File: config.mk
export PLATFORM = sky130hd
export DESIGN_NAME = ssb_arbiter
export DESIGN_NICKNAME = d
export VERILOG_FILES = /design/src/rtl/ssb_pkg.sv /design/src/rtl/ssb_id_fifo.sv /design/src/rtl/ssb_arbiter.sv
export SDC_FILE = /design/constraint.sdc
export NUM_CORES = 1
export LEC_CHECK = 0
export BUFFER_PORTS_ARGS = -buffer_cell sky130_fd_sc_hd__buf_2
export CAP_MARGIN = 40
export CORE_AREA = 2 2 140 142
export CTS_CLUSTER_DIAMETER = 150
export DETAILED_ROUTE_END_ITERATION = 12
export DIE_AREA = 0 0 142 144
export GPL_TIMING_DRIVEN = 0
export PLACE_DENSITY = 0.44
export REMOVE_ABC_BUFFERS = 1
export SLEW_MARGIN = 40
export SYNTH_ARGS = -nofsm -noshare
export SYNTH_HDL_FRONTEND = slang
export SYNTH_SLANG_ARGS = --single-unit
export TNS_END_PERCENT = 1
File: constraint.sdc
create_clock -name clk_sys_i -period 4.5 [get_ports clk_sys_i]
set_clock_uncertainty 0.2 [all_clocks]
set_input_delay 0.45 -clock clk_sys_i [delete_from_list [all_inputs] [get_ports clk_sys_i]]
set_output_delay 0.45 -clock clk_sys_i [all_outputs]
set_load 0.005 [all_outputs]
File: src/rtl/ssb_pkg.sv
// Shared definitions for the shared-system-bus arbiter: host indices,
// default widths, the per-host request bundle and the round-robin wrap helper.
package ssb_pkg;

  localparam int HostDbg   = 0;
  localparam int HostInstr = 1;
  localparam int HostData  = 2;

  localparam int DefNumHosts       = 3;
  localparam int DefMaxOutstanding = 2;
  localparam int DefAddrWidth      = 32;
  localparam int DefDataWidth      = 32;

  typedef struct packed {
    logic                        we;
    logic [DefDataWidth/8-1:0]   be;
    logic [DefAddrWidth-1:0]     addr;
    logic [DefDataWidth-1:0]     wdata;
  } ssb_req_t;

  // Next round-robin start point after granting host idx; host 0 never
  // takes part in the rotation, so the wrap goes back to the first
  // round-robin host rather than to 0.
  function automatic int rr_wrap(input int idx, input int num_hosts);
    if (idx >= num_hosts - 1) begin
      return HostInstr;
    end else begin
      return idx + 1;
    end
  endfunction

endpackage

File: src/rtl/ssb_id_fifo.sv
// In-order FIFO of host indices for transactions that were granted but not
// yet answered. A pop and a push in the same cycle are both honoured, even
// when full, because the pop frees the slot the push needs.
module ssb_id_fifo import ssb_pkg::*; #(
  parameter int Depth = DefMaxOutstanding,
  parameter int Width = 2
) (
  input  logic             clk,
  input  logic             rst,
  input  logic             push,
  input  logic             pop,
  input  logic [Width-1:0] wdata,
  output logic [Width-1:0] head,
  output logic             empty,
  output logic             full
);

  localparam int PtrW = (Depth > 1) ? $clog2(Depth) : 1;
  localparam int CntW = $clog2(Depth + 1);

  logic [Width-1:0] mem [Depth];
  logic [PtrW-1:0]  wr_ptr;
  logic [PtrW-1:0]  rd_ptr;
  logic [CntW-1:0]  count;
  logic             do_push;
  logic             do_pop;

  function automatic logic [PtrW-1:0] ptr_inc(input logic [PtrW-1:0] p);
    if (p == PtrW'(Depth - 1)) begin
      return '0;
    end else begin
      return p + PtrW'(1);
    end
  endfunction

  assign empty   = (count == '0);
  assign full    = (count == CntW'(Depth));
  assign do_pop  = pop && !empty;
  assign do_push = push && (!full || do_pop);
  assign head    = mem[rd_ptr];

  // Pointer and occupancy bookkeeping; reset discards every stored ID.
  always_ff @(posedge clk) begin
    if (rst) begin
      wr_ptr <= '0;
      rd_ptr <= '0;
      count  <= '0;
    end else begin
      if (do_push) begin
        wr_ptr <= ptr_inc(wr_ptr);
      end
      if (do_pop) begin
        rd_ptr <= ptr_inc(rd_ptr);
      end
      case ({do_push, do_pop})
        2'b10:   count <= count + CntW'(1);
        2'b01:   count <= count - CntW'(1);
        default: count <= count;
      endcase
    end
  end

  // Storage array; contents are only meaningful between the pointers.
  always_ff @(posedge clk) begin
    if (do_push) begin
      mem[wr_ptr] <= wdata;
    end
  end

endmodule

File: src/rtl/ssb_arbiter.sv
// Shared system bus arbiter: host 0 has strict priority, the remaining hosts
// rotate round-robin. An issued but ungranted request is locked to its host,
// and an ID FIFO routes each in-order response back to the host that issued it.
module ssb_arbiter import ssb_pkg::*; #(
  parameter int NumHosts       = DefNumHosts,
  parameter int MaxOutstanding = DefMaxOutstanding,
  parameter int AddrWidth      = DefAddrWidth,
  parameter int DataWidth      = DefDataWidth
) (
  input  logic                              clk_sys_i,
  input  logic                              rst_sys_i,
  input  logic [NumHosts-1:0]               host_req_i,
  input  logic [NumHosts-1:0]               host_we_i,
  input  logic [NumHosts*DataWidth/8-1:0]   host_be_i,
  input  logic [NumHosts*AddrWidth-1:0]     host_addr_i,
  input  logic [NumHosts*DataWidth-1:0]     host_wdata_i,
  output logic [NumHosts-1:0]               host_gnt_o,
  output logic [NumHosts-1:0]               host_rvalid_o,
  output logic [DataWidth-1:0]              host_rdata_o,
  output logic                              host_err_o,
  output logic                              dev_req_o,
  output logic                              dev_we_o,
  output logic [DataWidth/8-1:0]            dev_be_o,
  output logic [AddrWidth-1:0]              dev_addr_o,
  output logic [DataWidth-1:0]              dev_wdata_o,
  input  logic                              dev_gnt_i,
  input  logic                              dev_rvalid_i,
  input  logic [DataWidth-1:0]              dev_rdata_i,
  input  logic                              dev_err_i,
  output logic                              spurious_rvalid_o
);

  localparam int IdxW = (NumHosts > 1) ? $clog2(NumHosts) : 1;
  localparam int BeW  = DataWidth / 8;

  logic [IdxW-1:0] rr_ptr;
  logic [IdxW-1:0] lock_idx;
  logic            locked;
  logic [IdxW-1:0] sel;
  logic [IdxW-1:0] head;
  logic            have_win;
  logic            can_issue;
  logic            fifo_empty;
  logic            fifo_full;
  logic            push;
  logic            pop;
  logic            spurious;

  // A response retiring this cycle frees a slot for a same-cycle issue.
  assign pop       = dev_rvalid_i && !fifo_empty && !rst_sys_i;
  assign can_issue = !fifo_full || pop;
  assign push      = have_win && dev_gnt_i && !rst_sys_i;

  // Winner selection: a locked host keeps the bus, else host 0, else round-robin.
  always_comb begin
    int              cand;
    logic [IdxW-1:0] cand_idx;
    sel      = '0;
    have_win = 1'b0;
    cand     = 0;
    cand_idx = '0;
    if (locked && !rst_sys_i) begin
      sel      = lock_idx;
      have_win = 1'b1;
    end else if (!can_issue) begin
      have_win = 1'b0;
    end else if (host_req_i[HostDbg]) begin
      sel      = IdxW'(HostDbg);
      have_win = 1'b1;
    end else begin
      for (int i = 0; i < NumHosts - 1; i++) begin
        cand     = ((int'(rr_ptr) - 1 + i) % (NumHosts - 1)) + 1;
        cand_idx = IdxW'(cand);
        if (!have_win && host_req_i[cand_idx]) begin
          sel      = cand_idx;
          have_win = 1'b1;
        end else begin
          have_win = have_win;
        end
      end
    end
  end

  // Forward the winner's request fields, zero when nobody is selected.
  always_comb begin
    dev_req_o   = have_win;
    dev_we_o    = 1'b0;
    dev_be_o    = '0;
    dev_addr_o  = '0;
    dev_wdata_o = '0;
    if (have_win) begin
      dev_we_o    = host_we_i[sel];
      dev_be_o    = host_be_i[int'(sel)*BeW +: BeW];
      dev_addr_o  = host_addr_i[int'(sel)*AddrWidth +: AddrWidth];
      dev_wdata_o = host_wdata_i[int'(sel)*DataWidth +: DataWidth];
    end else begin
      dev_we_o = 1'b0;
    end
  end

  // One-hot grant to the selected host and one-hot response to the FIFO head.
  always_comb begin
    host_gnt_o    = '0;
    host_rvalid_o = '0;
    if (push) begin
      host_gnt_o[sel] = 1'b1;
    end else begin
      host_gnt_o = '0;
    end
    if (pop) begin
      host_rvalid_o[head] = 1'b1;
    end else begin
      host_rvalid_o = '0;
    end
  end

  assign host_rdata_o      = dev_rdata_i;
  assign host_err_o        = dev_err_i;
  assign spurious_rvalid_o = spurious;

  // Lock, round-robin pointer and spurious-response flag state.
  always_ff @(posedge clk_sys_i) begin
    if (rst_sys_i) begin
      locked   <= 1'b0;
      lock_idx <= '0;
      rr_ptr   <= IdxW'(HostInstr);
      spurious <= 1'b0;
    end else begin
      locked   <= have_win && !dev_gnt_i;
      lock_idx <= sel;
      if (push && (sel != IdxW'(HostDbg))) begin
        rr_ptr <= IdxW'(rr_wrap(int'(sel), NumHosts));
      end else begin
        rr_ptr <= rr_ptr;
      end
      spurious <= dev_rvalid_i && fifo_empty;
    end
  end

  ssb_id_fifo #(
    .Depth (MaxOutstanding),
    .Width (IdxW)
  ) u_id_fifo (
    .clk   (clk_sys_i),
    .rst   (rst_sys_i),
    .push  (push),
    .pop   (pop),
    .wdata (sel),
    .head  (head),
    .empty (fifo_empty),
    .full  (fifo_full)
  );

endmodule

==> reports/metrics.yaml, run 1 <==
viasPerCell: 4.16
tightest_slew_ps: 500
antenna_found_initial: 1
cts_resized: 0
finalHoldViolations: 0
reg2reg_from: "u_id_fifo.count[0]"
place_ws_ps: 1010
post-cts-setup-buffers: 0
finalSetupTns_ps: 0
dominantRegCellSynth: "dfxtp_1"
synthTopCellsByArea: "mux2i_1, o21ai_1, nand3_1, buf_4, dfxtp_1"
vias: 3440
yosys_warnings: 0
h-tree-depth: 1
numCtsBuffers: 3
cts_tree: "done"
grt_pass1_vias: 3102
maxCapViolCount: 0
drtIter0Drc: 154
finalNetCount: 837
syn_area_per_cell_um2: 7.41
die_x_um: 142
grt_max_degree: 73
synthArstFlopShare_pct: 0
dp_cells: 822
clockRootBuffer: "clkbuf_16"
clock-sinks: 15
ir_worst_vdd_mv: 0.108
grt.total_usage_pct: 11.0
area_delta_synth_final_pct: 56.0
period_share_pct: 76.3
layout_common_cells: "buf_2, mux2i_1, o21ai_1"
syn_area_um2: 2610
insertion_delay_ps: 240
min_period_ps: 3430
cts.clk_slew.worst_paths_ps: 50
dr.pass1.iters: 4
fp.dieH_um: 144
gr-total-overflow: 0
synth_area_leader_cell: "mux2i_1"
placement.cell_area_um2: 3990
outcome: "completed"
p_leak_nw: 1.92
grt_pass1_wl_um: 17400
drtAntennaViolNets: 0
dieArea_um2: 20400
crit_fanout: 72
synth_edf_count: 4
clock.fmax_mhz: 291
numPortBuffers: 290
hold_buffers: 0
n_antenna_cell: 0
gp_congestion: 0.685
mostFrequentLayoutCell: "buf_2"
synth_top_area_share_pct: 26.8
ys_ff_latch: 15
cp_common_cell: "buf_2"
finalSetupViolCount: 0
report.final.slew_viol_count: 0
ys_types: 35
drive_gt1_share_pct: 51.5
worst_slack_ps: 1070
wl_um: 12800
cp-start-kind: "input pin"
instances_no_fill: 826
core_area_um2: 19100
rsz0062_at_grt: "no"
critPathLaunch: "rst_sys_i"
min_path_type: "input pin to flip-flop"
critPathRequiredTime_ps: 3850
drc: 0
endpoint_kind: "primary output"
crit_arrival_ps: 2780
fin_area_um2: 4070
rows: 51
maxSlewHeadroom_pct: 66.6
yosysSeqAreaShare_pct: 13.0
avgRoutedWirePerCell_um: 15.5
io_pins: 357
critical_path_class: "input pin to primary output"
cp_cell_sequence: "buf_2, nand2b_1, a211o_1, o21a_4, buf_12, inv_12, mux2i_1, o21ai_1, buf_2"
start_util_pct: 13.7
p_per_area_nw_per_um2: 188
hpwlAfterDp_um: 10600
synth_cells: 352
slowest_delay_ps: 380
min-delay-start: "dev_gnt_i"
cts_buffer_depth: 2
cpMaxStageDelayCell: "o21a_4"
==> cell families after synthesis <==
logic type,after synthesis,share of synthesized area [%]
and+or+nand+nor,105,19.7
AOI/OAI and AO/OA,87,17.9
buffers and inverters,70,20.7
muxes,70,26.8
DFF,15,13.0
xor gates and xnor gates,4,1.34
adders and majority gates,1,0.479
==> synthesized netlist by cell type (2+ instances only) <==
library cell	n
o21ai_1	71
mux2i_1	70
nand3_1	69
buf_4	36
nor2_1	13
dfxtp_1	11
clkbuf_1	8
nand2_1	8
buf_12	7
buf_1	6
clkbuf_2	5
inv_1	5
edfxtp_1	4
nor2b_1	4
nor3_1	4
o21a_1	4
a21oi_1	3
nand2b_1	3
o21ai_0	2
or3_1	2
xnor2_1	2
xor2_1	2
==> final timing paths <==
kind                                       end  slack [ps]  depth (start not counted)
worst max register to register       rr_ptr[1]        1970                          7
worst min-delay path                    locked         200                          2
worst min register to register       rr_ptr[0]         280                          2
worst max-delay path            dev_wdata_o[6]        1070                          9
==> metrics by stage <==
step / power, W / util (%) / hold slack [ps]
finish: 0.000766 / 21.3 / 204
floorplan: 0.000358 / - / 255
detailed placement: 0.000603 / 20.9 / 277
global placement: 0.000591 / 20.2 / 277
CTS: 0.000777 / 21.3 / 201
global route: 0.000828 / 21.3 / 222
==> worst max-delay path, delay by kind of cell <==
family | cells | cell delay (ps)
simple gates | 1 | 220
compound gates | 3 | 810
mux | 1 | 300
buf+inv | 4 | 930
==> layout make-up <==
cell class                      instances  area [µm²]
Clock buffer                            4        78.8
Fill cell                            2172       15000
Inverter                                6        35.0
Multi-Input combinational cell        267        1760
Sequential cell                        15         340
Tap cell                              238         298
Timing Repair Buffer                  296        1560
==> power breakdown <==
group | switching [W] | leakage (nW) | total [W] | internal, W
registers | 0.00000794 | 0.128 | 0.000157 | 0.000149
clock network | 0.0000503 | 0.0382 | 0.000170 | 0.000120
logic | 0.000216 | 1.75 | 0.000439 | 0.000223
==> sequential cells by signal (all words and copies together) (netlist names), named ones only <==
signal	flops
rr_ptr	2
lock_idx	2
u_id_fifo.mem	4
locked	1
u_id_fifo.wr_ptr	1
spurious_rvalid_o	1
u_id_fifo.count	2
u_id_fifo.rd_ptr	1
==> routing by layer <==
layer	track usage [%]	up-vias	wire (µm)	share of wire [%]
li1	-	1710	-	-
met1	12.0	1491	4920	38
met2	17.0	227	5470	43
met3	9.14	8	2290	18
met4	0.474	4	10	0.078
met5	4.01	-	124	0.97
No activity file was read; power rests on OpenSTA's default activity.
==> run 2: changes to the inputs <==
- CORE_AREA: 2 2 140 142 -> 2 2 139 141
- DIE_AREA: 0 0 142 144 -> 0 0 141 143
- PLACE_DENSITY: 0.44 -> 0.46
- clock period: 4.5 -> 3.1 ns (I/O delays scaled with it)
==> reports/metrics.yaml, run 2 (synthesis gave the netlist of run 1 again) <==
ff2ff_setup_slack_ps: 770
placement.cell_area_um2: 3980
seq_area_um2: 342
cts_tree: "done"
report.final.slew_viol_count: 0
gr-total-overflow: 0
vias: 3523
cp_cell_sequence: "buf_2, nand2b_1, a211o_4, o21a_4, buf_16, clkinv_16, mux2i_4, o21ai_1, buf_2"
hold_buffers: 0
grt_pass1_wl_um: 19500
rows: 50
crit_fanout: 36
instances_no_fill: 826
p_per_area_nw_per_um2: 276
min_to: "locked"
period_share_pct: 97.6
mostFrequentLayoutCell: "buf_2"
critPathRequiredTime_ps: 2590
finalSetupViolCount: 0
crit_arrival_ps: 2520
viasPerCell: 4.27
fp.dieH_um: 143
reg2regPathDepth: 6
reg2reg_from: "rr_ptr[0]"
h-tree-depth: 1
outcome: "completed"
dp_cells: 818
tightest_slew_ps: 461
critical_path_buf_inv_count: 4
ir_worst_vdd_mv: 0.148
area_delta_synth_final_pct: 58.7
slowest_delay_ps: 420
fin_area_um2: 4140
p_leak_nw: 1.94
cts.clk_slew.worst_paths_ps: 50
core_area_um2: 18600
cts_buffer_depth: 2
min-delay-start: "dev_gnt_i"
cp-start-kind: "input pin"
worstReg2RegEnd: "u_id_fifo.count[1]"
antenna_found_initial: 2
endpoint_kind: "primary output"
grt.total_usage_pct: 12.6
hpwlAfterDp_um: 10700
min_path_type: "input pin to flip-flop"
clock-sinks: 15
io_pins: 357
drive_gt1_share_pct: 52.6
cp_common_cell: "buf_2"
multi_input_area_um2: 1800
cpMaxStageDelayCell: "a211o_4"
drtAntennaViolNets: 0
crit_family: "compound AO/OA/AOI/OAI gates"
dieArea_um2: 20200
finalNetCount: 840
largest_reg_flops: 4
layout_common_cells: "buf_2, o21ai_1, nand3_1"
avgRoutedWirePerCell_um: 17.4
maxCapViolCount: 0
clock.fmax_mhz: 330
dr.pass1.iters: 6
numCtsBuffers: 3
die_x_um: 141
critical_path_class: "input pin to primary output"
wl_um: 14400
hold_depth: 2
drc: 0
grt_max_degree: 46
min_period_ps: 3030
numPortBuffers: 290
drtIter0Drc: 169
gp_congestion: 0.755
clockRootBuffer: "clkbuf_16"
insertion_delay_ps: 240
finalHoldViolations: 0
start_util_pct: 14.0
maxSlewHeadroom_pct: 69.3
grt_pass1_vias: 3415
regMostFlops: "u_id_fifo.mem"
n_fill_cell: 2087
## run 2: repair_timing
item,4_1_cts,5_1_grt
resized for setup,5,8
pin swaps,1,1
setup buffers,0,0
hold endpoints to repair,0,0
cloned,2,1
setup endpoints to repair,69,38
## run 2: how the worst max path moves through the flow
stage                  startpoint        endpoint  slack (ps)  cells after the start
2_1_floorplan  u_id_fifo.count[0]   dev_addr_o[0]       -2290                      5
3_3_place_gp            rst_sys_i  dev_addr_o[16]       -5740                      7
3_5_place_dp            rst_sys_i  dev_wdata_o[6]        -510                      9
4_1_cts        u_id_fifo.count[1]  dev_wdata_o[6]         -40                      8
5_1_grt        u_id_fifo.count[1]  dev_wdata_o[6]         -30                      8
6_report                rst_sys_i  dev_wdata_o[6]          70                      9
## run 2: power by group
| group | internal, W | total (W) | switching, W |
|---|---|---|---|
| clock | 0.000174 | 0.000249 | 0.0000749 |
| combinational | 0.000329 | 0.000667 | 0.000338 |
| sequential | 0.000216 | 0.000228 | 0.0000120 |
## run 2: worst register-to-register path, stage by stage (launching register included)
cell      delay, ps
dfxtp_1         330
o21a_1          200
or3_1           340
o221ai_1        370
ha_1            340
or3_1           350
a21oi_1         130
## run 2: area by class of cell
class,count,area share (%)
Antenna cell,1,0.0604
Clock buffer,4,1.90
Inverter,6,1.18
Multi-Input combinational cell,269,43.5
Sequential cell,15,8.25
Tap cell,234,7.07
Timing Repair Buffer,296,37.6
Timing Repair inverter,1,0.393
## run 2: metrics by stage
stage / hold slack, ps / setup TNS [ps] / setup slack [ps] / util [%] / total power [W]
4_1_cts: 58.7 / -695 / -39.6 / 22.0 / 0.00115
3_5_place_dp: 278 / -2390 / -506 / 21.4 / 0.000879
2_1_floorplan: 179 / -164710 / -2290 / - / 0.000519
6_report: 61.7 / 0 / 73.1 / 22.3 / 0.00114
3_3_place_gp: 276 / -408820 / -5740 / 20.7 / 0.000862
5_1_grt: 71.2 / -44.2 / -26.3 / 22.3 / 0.00123
## run 2: per-layer routing
layer | share of wire, % | global-route usage [%] | vias up
met1 | 41 | 16.2 | 1556
met4 | 0.62 | 1.42 | 2
met2 | 46 | 20.2 | 233
li1 | - | - | 1726
met5 | 0.56 | 3.76 | -
met3 | 12 | 5.13 | 6
